$ cat src/rtl/pulse_rate_limiter.sv
// pulse_rate_limiter
//
// Spaces out a bursty stream of single-cycle event requests so that the
// downstream pulse CDC synchronizer never sees two out_pulse assertions closer
// than GAP clk cycles. Events that arrive while the limiter is holding off are
// queued in a saturating pending counter. Events that arrive while that counter
// is full are dropped, and the sticky ovf flag records the loss.
//
// Parameters
//   GAP    minimum spacing in clk cycles between out_pulse assertions (2..255)
//   CNT_W  width of the pending-event counter (2..8)
//
// Ports
//   clk        input   single clock, rising edge
//   rst        input   synchronous, active-high reset
//   in_pulse   input   event request, one event per high cycle
//   ovf_clr    input   clears the sticky ovf flag (and drop_cnt when present)
//   out_pulse  output  registered one-cycle event pulse
//   pending    output  accepted events not yet emitted (registered)
//   busy       output  pending != 0 or the limiter is in its hold-off window
//   ovf        output  sticky: at least one event was dropped
//   drop_cnt   output  16-bit saturating drop counter, present only when
//                      PULSE_RATE_LIMITER_DROP_CNT_EN is defined
//
// Optional feature macro: PULSE_RATE_LIMITER_DROP_CNT_EN

module pulse_rate_limiter #(
  parameter int GAP   = 4,
  parameter int CNT_W = 4
) (
  input  logic             clk,
  input  logic             rst,
  input  logic             in_pulse,
  input  logic             ovf_clr,
  output logic             out_pulse,
  output logic [CNT_W-1:0] pending,
  output logic             busy,
  output logic             ovf
`ifdef PULSE_RATE_LIMITER_DROP_CNT_EN
  ,
  output logic [15:0]      drop_cnt
`endif
);

  typedef enum logic {
    IDLE = 1'b0,
    HOLD = 1'b1
  } state_t;

  localparam logic [CNT_W-1:0] PEND_MAX   = '1;
  localparam logic [CNT_W-1:0] PEND_ONE   = CNT_W'(1);
  localparam logic [7:0]       GAP_RELOAD = 8'(GAP - 1);

  state_t     state;
  logic [7:0] gap_cnt;

  logic emit;
  logic drop;
  logic accept;

  // Pending update. The decrement only happens on an emit, and with an empty
  // backlog an emit requires in_pulse, so the increment always accompanies it:
  // the counter cannot underflow. The increment is suppressed on a drop, so it
  // cannot wrap either.
  function automatic logic [CNT_W-1:0] pending_next(
    input logic [CNT_W-1:0] cur,
    input logic             inc,
    input logic             dec
  );
    logic [CNT_W-1:0] nxt;
    nxt = cur;
    if (inc && !dec) nxt = cur + PEND_ONE;
    if (dec && !inc) nxt = cur - PEND_ONE;
    return nxt;
  endfunction

`ifdef PULSE_RATE_LIMITER_DROP_CNT_EN
  function automatic logic [15:0] sat_inc16(input logic [15:0] cur);
    return (cur == 16'hFFFF) ? cur : cur + 16'd1;
  endfunction
`endif

  // An arriving event can be emitted in the same edge it is sampled, so with an
  // empty backlog in IDLE it passes straight through without touching pending.
  always_comb begin
    emit   = (state == IDLE) && ((pending != '0) || in_pulse);
    drop   = in_pulse && (pending == PEND_MAX) && !emit;
    accept = in_pulse && !drop;
  end

  assign busy = (pending != '0) || (state == HOLD);

  always_ff @(posedge clk) begin
    if (rst) begin
      state     <= IDLE;
      gap_cnt   <= 8'd0;
      pending   <= '0;
      out_pulse <= 1'b0;
      ovf       <= 1'b0;
`ifdef PULSE_RATE_LIMITER_DROP_CNT_EN
      drop_cnt  <= 16'd0;
`endif
    end else begin
      out_pulse <= emit;
      pending   <= pending_next(pending, accept, emit);

      // The hold-off window spans GAP-1 cycles after an emit; the next emit can
      // then happen on the following edge, giving exactly GAP cycles between
      // pulses under continuous backlog.
      if (state == IDLE) begin
        if (emit) begin
          state   <= HOLD;
          gap_cnt <= GAP_RELOAD;
        end
      end else begin
        if (gap_cnt == 8'd1) begin
          state   <= IDLE;
          gap_cnt <= 8'd0;
        end else begin
          gap_cnt <= gap_cnt - 8'd1;
        end
      end

      // A drop coinciding with a clear must not be lost.
      if (drop) begin
        ovf <= 1'b1;
      end else if (ovf_clr) begin
        ovf <= 1'b0;
      end

`ifdef PULSE_RATE_LIMITER_DROP_CNT_EN
      if (drop) begin
        drop_cnt <= ovf_clr ? 16'd1 : sat_inc16(drop_cnt);
      end else if (ovf_clr) begin
        drop_cnt <= 16'd0;
      end
`endif
    end
  end

endmodule

$ cat config.mk
export PLATFORM = sky130hd
export DESIGN_NAME = pulse_rate_limiter
export DESIGN_NICKNAME = d
export VERILOG_FILES = /design/src/rtl/pulse_rate_limiter.sv
export SDC_FILE = /design/constraint.sdc
export NUM_CORES = 1
export LEC_CHECK = 0
export CAP_MARGIN = 20
export CORE_UTILIZATION = 50
export DETAILED_ROUTE_END_ITERATION = 8
export GPL_TIMING_DRIVEN = 1
export PLACE_DENSITY = 0.79
export SYNTH_ARGS = -nofsm -noshare
export SYNTH_HDL_FRONTEND = slang
export SYNTH_SLANG_ARGS = --single-unit
$ cat constraint.sdc
create_clock -name clk -period 4.8 [get_ports clk]
set_clock_uncertainty 0.05 [all_clocks]
set_input_delay 1.44 -clock clk [delete_from_list [all_inputs] [get_ports clk]]
set_output_delay 1.44 -clock clk [all_outputs]
set_load 0.005 [all_outputs]
# After elaboration in Yosys (flattened, before gate mapping)
# Index checks and enable logic that the tools add are counted.
[totals] reg_bits=15 inputBits=4 output_inout_bits=7 elab_cells=36
[op_classes] n_addsub=3 n_eq_ne=2 n_mux=10 bitwise_logic=1 n_reduce_logical=15
[op_table] op="2-to-1 mux 8 bit" count=3
[op_table] op="equality test 8 x 1 -> 1 bit, second input constant" count=1
[op_table] op="2-to-1 mux 4 bit" count=2
[op_table] op="subtractor 8 x 1 -> 8 bit, second input constant" count=1
[op_table] op="logical AND 1 bit" count=6
[op_table] op="nonzero test 2 bit" count=3
[op_table] op="2-to-1 mux 1 bit" count=5
[op_table] op="adder 4 x 1 -> 4 bit, second input constant" count=1
[op_table] op="equality test 4 bit, second input constant" count=1
[op_table] op="nonzero test 4 bit" count=1
[op_table] op="subtractor 4 x 1 -> 4 bit, second input constant" count=1
[op_table] op="zero test 1 bit" count=3
[op_table] op="logical OR 1 bit" count=2
[op_table] op="inverter 1 bit" count=1

# Depth between registers and ports, before layout
# Gate-level depths: netlist (run 1).
[logic_depth] ltp_word=10 depth_mapped=8 depth_no_buf=7

# Least setup slack after synthesis (run 1)
# No wires, ideal clock.
[synth_timing] path_kind="input to register" startpoint="input in_pulse" endpoint="register pending[2]" setup_ns=0.121 arrival_ns=2.682 required_ns=4.629 slack_ns=1.947 stages=7 n_path_buf=0 cell_sequence="or2_2 -> nor2_1 -> xor2_1 -> ha_1 -> nor2_1 -> a22oi_1 -> mux2_2"
[synth_between] elab_chain_len=9 word_cells_on_any_way=12 cone_classes="1 x mux; 11 x reduce/logical"
[synth_lines] item="from (decl)" line_no="33" rtl="input logic in_pulse,"
[synth_lines] item="logical OR 1 bit" line_no="86" rtl="emit = (state == IDLE) && ((pending != '0) || in_pulse);"
[synth_lines] item="logical AND 1 bit" line_no="86"
[synth_lines] item="zero test 1 bit" line_no="72, 87"
[synth_lines] item="logical AND 1 bit" line_no="87" rtl="drop = in_pulse && (pending == PEND_MAX) && !emit;"
[synth_lines] item="zero test 1 bit" line_no="88" rtl="accept = in_pulse && !drop;"
[synth_lines] item="logical AND 1 bit" line_no="88"
[synth_lines] item="zero test 1 bit" line_no="73" rtl="if (dec && !inc) nxt = cur - PEND_ONE;"
[synth_lines] item="logical AND 1 bit" line_no="73"
[synth_lines] item="2-to-1 mux 4 bit or nonzero test 2 bit (tied branches)"
[synth_lines] item="to (signal assigned)" line_no="105" rtl="pending <= pending_next(pending, accept, emit);"
[synth_lines] item="to (decl)" line_no="36" rtl="output logic [CNT_W-1:0] pending,"
# Parallel ways exist; a longest one is shown, timed or not.
# A chain may end at the register's enable or synchronous reset.

# Worst setup path in the final report (run 1)
# Same ends and word-level chain as after synthesis.

==> impl_metrics.toml, run 1 <==
[synth]
synth_area_um2 = 815
synth_top_family_by_area = "simple AND/OR/NAND/NOR gates"
seq_area_frac_synth_pct = 36.9
syn_avg_cell_area_um2 = 8.57
synth-simple-area-share_pct = 32.3
netlist_instances = 95
ys_ff_latch = 15
yosys.cell_types.count = 34
synth_ff_type = "dfxtp_1"
syn-num-nets = 102
ys_async_sr_fraction_pct = 0
synth_edf_count = 0
synth_mux_area_share_pct = 2.61
synthAdderAreaFrac_pct = 4.61
ys_warn_count = 0
synth_compound_gate_area_share_pct = 15.4
synthXorXnorAreaFrac_pct = 3.23

[global_route]
track_usage_pct = 21.0
grt_pass1_wl_mm = 2.82
antenna_found_initial = 0
overflow = 0
grt_pass1_vias = 644
grt_max_degree = 13

[job]
max-cap-violations = 0

[clocking]
cts.repair.resized = 0
cts_tree = "yes"
cts_buffers = 3
cts_setup_buffers = 0
clk_pin_slew_ns = 0.09
insertion_delay_ns = 0.28
clock_path_buffers = 2
cts.sinks = 15
cts_hold_buf = 0
h-tree-depth = 1
cts-root-buf = "clkbuf_4"

[timing]
worst_pin_slew_ns = 0.858
setup_viol = 0
slew_viol_final = 0
fin_tns_setup_ns = 0
min_period_ns = 3.25
slew_headroom_pct = 42.5
period_share_pct = 67.8
fmax_ghz = 0.307
finalHoldViolCount = 0
rsz0062_at_grt = "no"

[floorplan]
die_y_um = 42.4
fp.coreArea_um2 = 1510
die_area_um2 = 1790
rows = 14
ios = 11
start_util_pct = 54.1
die_x_um = 42.4

[final_layout]
final_nets = 112
n_antenna_cell = 0
layout_common_cells = "dfxtp_1, nand2_1, nor2_1, clkdlybuf4s50_1, a31oi_1"
synthToLayoutAreaGrowth_pct = 14.7
layout_commonest_cell = "dfxtp_1"
drive_above_1_share_pct = 11.5

[placed_design]
post-dp-hpwl_mm = 1.18
port_buffers = 10
gp_congestion = 0.744

[critical_path]
cp_data_required_time_ns = 4.93
path_class = "in -> reg"
worst-r2r-setup-slack_ns = 2.65
cp-startpoint = "in_pulse"
r2r-start = "pending[0]"
arrival_ns = 3.38
crit_fanout = 5
cp-end-kind = "flop"
crit_path_start_kind = "input pin"

[power_and_ir_drop]
p_sw_share_pct = 41.1
combinationalPowerShare_pct = 47.3
p_int_mw = 0.334
clock_power_share_pct = 12.9
irDropWorstVdd_v = 0.000315
p_sw_mw = 0.234
p_leak_nw = 0.362
p_seq_share_pct = 39.8
power_density_nw_per_um2 = 608
p_total_mw = 0.568

[detailed_routing]
drt_pre_antenna_iters = 4
vias = 723
totalWireLength_mm = 1.63
dr.first_iter.drc_count = 10
wire_per_inst_um = 13.6
vias_per_cell = 6.03
drt.antenna.violating_nets = 0
drcViolationCount = 0

[min_path]
min_path_type = "reg -> reg"
hp-start = "ovf"

[outcome]
outcome = "finished, final reports clean"
cell usage after synthesis (3+ instances only):
cell	n	area share [%]
a31oi_1	7	5.4
clkbuf_1	4	1.8
dfxtp_1	15	37
ha_1	3	4.6
inv_1	4	1.8
nand2_1	12	5.5
nand2b_1	4	3.1
nand3_1	3	1.8
nor2_1	11	5.1
nor3_1	3	1.8
power by group through the flow:
| stage | Sequential [mW] | Combinational, mW | Clock (mW) |
|---|---|---|---|
| floorplan | 0.202 | 0.216 | 0 |
| global placement | 0.226 | 0.258 | 0 |
| detailed placement | 0.228 | 0.269 | 0 |
| CTS | 0.225 | 0.269 | 0.0754 |
| global route | 0.233 | 0.299 | 0.0827 |
| finish | 0.226 | 0.269 | 0.0731 |
registers in the layout, indices dropped and copies added, names as in the netlist:
name and flops:
gap_cnt 8, out_pulse 1, ovf 1, pending 4, state 1
path summary, 6_finish.rpt:
path,to,cells after the start
worst min-delay path,ovf,2
worst max-delay path,pending[2],8
worst max register to register,pending[2],7
worst min register to register,ovf,2
critical path, stage by stage:
cell and delay [ns]:
clkdlybuf4s50_1 0.48, or2_2 0.32, nor2_1 0.17, xor2_1 0.19, ha_1 0.19, nor2_1 0.04, a22oi_1 0.20, mux2_2 0.36
per-stage QoR:
| step | utilization [%] | area (um2) | setup slack (ns) | hold slack, ns | std cells |
|---|---|---|---|---|---|
| after detailed placement | 60.3 | 908 | 1.24 | 0.413 | 116 |
| after floorplan | - | 815 | 1.95 | 0.389 | 95 |
| after CTS | 62.0 | 935 | 1.55 | 0.435 | 120 |
| after global routing | 62.0 | 935 | 1.40 | 0.460 | 120 |
| after global placement | 60.3 | 908 | 1.37 | 0.409 | 116 |
| final | 62.0 | 935 | 1.55 | 0.435 | 120 |
final cells by class:
type                            instances  area [um2]
Multi-Input combinational cell         71         473
Fill cell                             140         572
Tap cell                               16        20.0
Clock buffer                            4        26.3
Timing Repair Buffer                   10         100
Inverter                                4        15.0
Sequential cell                        15         300
cells by family (layout without fill, tap and decap cells):
kind of cell	after synthesis	count (layout)
compound gates	18	18
fa+ha+maj	3	3
flops	15	15
mux	2	2
buf+inv	9	18
xor+xnor	3	3
simple gates	45	45
layer usage:
metal | vias up | routed length (um) | global-route usage (%)
li1 | 362 | - | -
met1 | 340 | 739 | 25.3
met2 | 17 | 808 | 33.8
met3 | 4 | 56 | 4.31
met4 | 0 | 24 | 13.1
met5 | - | 0 | 0
Note: power is estimated with default switching activity, not from simulation.
==> run 2, diff against run 1 <==
--- a/config.mk
+++ b/config.mk
@@ -6,10 +6,10 @@
 export NUM_CORES = 1
 export LEC_CHECK = 0
 export CAP_MARGIN = 20
-export CORE_UTILIZATION = 50
+export CORE_UTILIZATION = 47
 export DETAILED_ROUTE_END_ITERATION = 8
 export GPL_TIMING_DRIVEN = 1
-export PLACE_DENSITY = 0.79
+export PLACE_DENSITY = 0.78
 export SYNTH_ARGS = -nofsm -noshare
 export SYNTH_HDL_FRONTEND = slang
 export SYNTH_SLANG_ARGS = --single-unit
==> constraint.sdc (replaced) <==
create_clock -name clk -period 2.8 [get_ports clk]
set_clock_uncertainty 0.05 [all_clocks]
set_input_delay 0.84 -clock clk [delete_from_list [all_inputs] [get_ports clk]]
set_output_delay 0.84 -clock clk [all_outputs]
set_load 0.005 [all_outputs]
==> impl_metrics.toml, run 2 (same netlist as run 1, synthesis figures left out) <==
[clocking]
cts_hold_buf = 0
clock_path_buffers = 2
cts_buffers = 3
cts.sinks = 15
h-tree-depth = 1
insertion_delay_ns = 0.29
cts_tree = "yes"
cts_setup_buffers = 0
cts-root-buf = "clkbuf_4"
cts.repair.resized = 0
clk_pin_slew_ns = 0.10

[critical_path]
cp_data_required_time_ns = 1.91
slowest_stage = "dfxtp_1"
path_class = "reg -> out"
crit_fanout = 10
crit_path_start_kind = "flop"
arrival_ns = 1.73
cp-end-kind = "output pin"
path_cells = "nor4_2 -> nand2b_1 -> clkdlybuf4s50_1"
critPathMaxStageDelay_ns = 0.46

[min_path]
min_path_type = "reg -> reg"

[floorplan]
die_x_um = 43.6
ios = 11
start_util_pct = 52.2
rows = 14
fp.coreArea_um2 = 1560
die_area_um2 = 1900
die_y_um = 43.6

[power_and_ir_drop]
p_sw_mw = 0.402
p_int_mw = 0.577
power_density_nw_per_um2 = 1020
p_sw_share_pct = 41.1
clock_power_share_pct = 13.0
p_seq_share_pct = 40.0
p_leak_nw = 0.380
combinationalPowerShare_pct = 47.0
irDropWorstVdd_v = 0.000557

[timing]
fin_tns_setup_ns = 0
period_share_pct = 93.6
setup_viol = 0
min_period_ns = 2.62
finalHoldViolCount = 0
slew_headroom_pct = 53.9
holdWs_ns = 0.433
worst_pin_slew_ns = 0.688
rsz0062_at_grt = "no"
fmax_ghz = 0.382
slew_viol_final = 0

[detailed_routing]
vias_per_cell = 6.04
totalWireLength_mm = 1.63
drt_pre_antenna_iters = 4
vias = 743
dr.first_iter.drc_count = 20
drcViolationCount = 0
drt.antenna.violating_nets = 0
wire_per_inst_um = 13.2

[global_route]
track_usage_pct = 20.8
overflow = 0
grt_max_degree = 12
grt_pass1_wl_mm = 2.88
antenna_found_initial = 0
grt_pass1_vias = 673

[placed_design]
post-dp-hpwl_mm = 1.12
port_buffers = 10
gp_congestion = 0.765

[final_layout]
final_nets = 115
synthToLayoutAreaGrowth_pct = 17.7
n_antenna_cell = 0
largest_reg_flops = 8
top_register = "gap_cnt"
largestRegisters = "gap_cnt x8, pending x4"
layout_commonest_cell = "dfxtp_1"
drive_above_1_share_pct = 15.0
layout_common_cells = "dfxtp_1, nand2_1, nor2_1, clkdlybuf4s50_1, a31oi_1"

[job]
max-cap-violations = 0

[outcome]
outcome = "finished, final reports clean"
run 2: power by group through the flow:
stage / Clock, mW / Sequential, mW / Combinational (mW)
3_3_place_gp: 0 / 0.391 / 0.447
2_1_floorplan: 0 / 0.346 / 0.370
3_5_place_dp: 0 / 0.393 / 0.460
4_1_cts: 0.129 / 0.389 / 0.463
6_report: 0.127 / 0.392 / 0.460
5_1_grt: 0.140 / 0.404 / 0.518
run 2: worst paths after layout:
kind / from / to / slack, ns / cells after the start
setup / recovery: pending[0] / busy / 0.18 / 3
hold / removal: gap_cnt[7] / gap_cnt[7] / 0.43 / 1
setup reg to reg: pending[0] / pending[2] / 0.72 / 7
hold reg to reg: gap_cnt[7] / gap_cnt[7] / 0.43 / 1
run 2: final cells by class:
cell class	instances	area [um2]
fillers	128	601
multi-input cells	71	473
flip-flops and latches	15	300
repair buffers	13	123
clock buffers	3	22.5
well taps	16	20.0
inverters	4	15.0
clock inverters	1	5.00
run 2: worst max-delay path: cells and delay by family (launching register included):
kind                   cells  cell delay (ns)
AND/OR/NAND/NOR            2             0.53
flip-flops                 1             0.46
buffers and inverters      1             0.45
run 2: per-layer routing:
| layer | global-route usage [%] | share of wire, % |
|---|---|---|
| met2 | 36.1 | 49 |
| met1 | 23.8 | 45 |
| met3 | 6.25 | 4.7 |
| met5 | 0 | 0 |
| met4 | 7.50 | 0.62 |
run 2: per-stage QoR:
| stage | power (mW) | setup slack (ns) | util, % | instances | area (um2) |
|---|---|---|---|---|---|
| 2_1_floorplan | 0.716 | 0.547 | - | 95 | 815 |
| 3_3_place_gp | 0.837 | 0.0870 | 59.7 | 119 | 931 |
| 3_5_place_dp | 0.853 | 0.0106 | 59.7 | 119 | 931 |
| 4_1_cts | 0.982 | 0.166 | 61.5 | 123 | 958 |
| 5_1_grt | 1.06 | 0.0666 | 61.5 | 123 | 958 |
| 6_report | 0.978 | 0.180 | 61.5 | 123 | 958 |
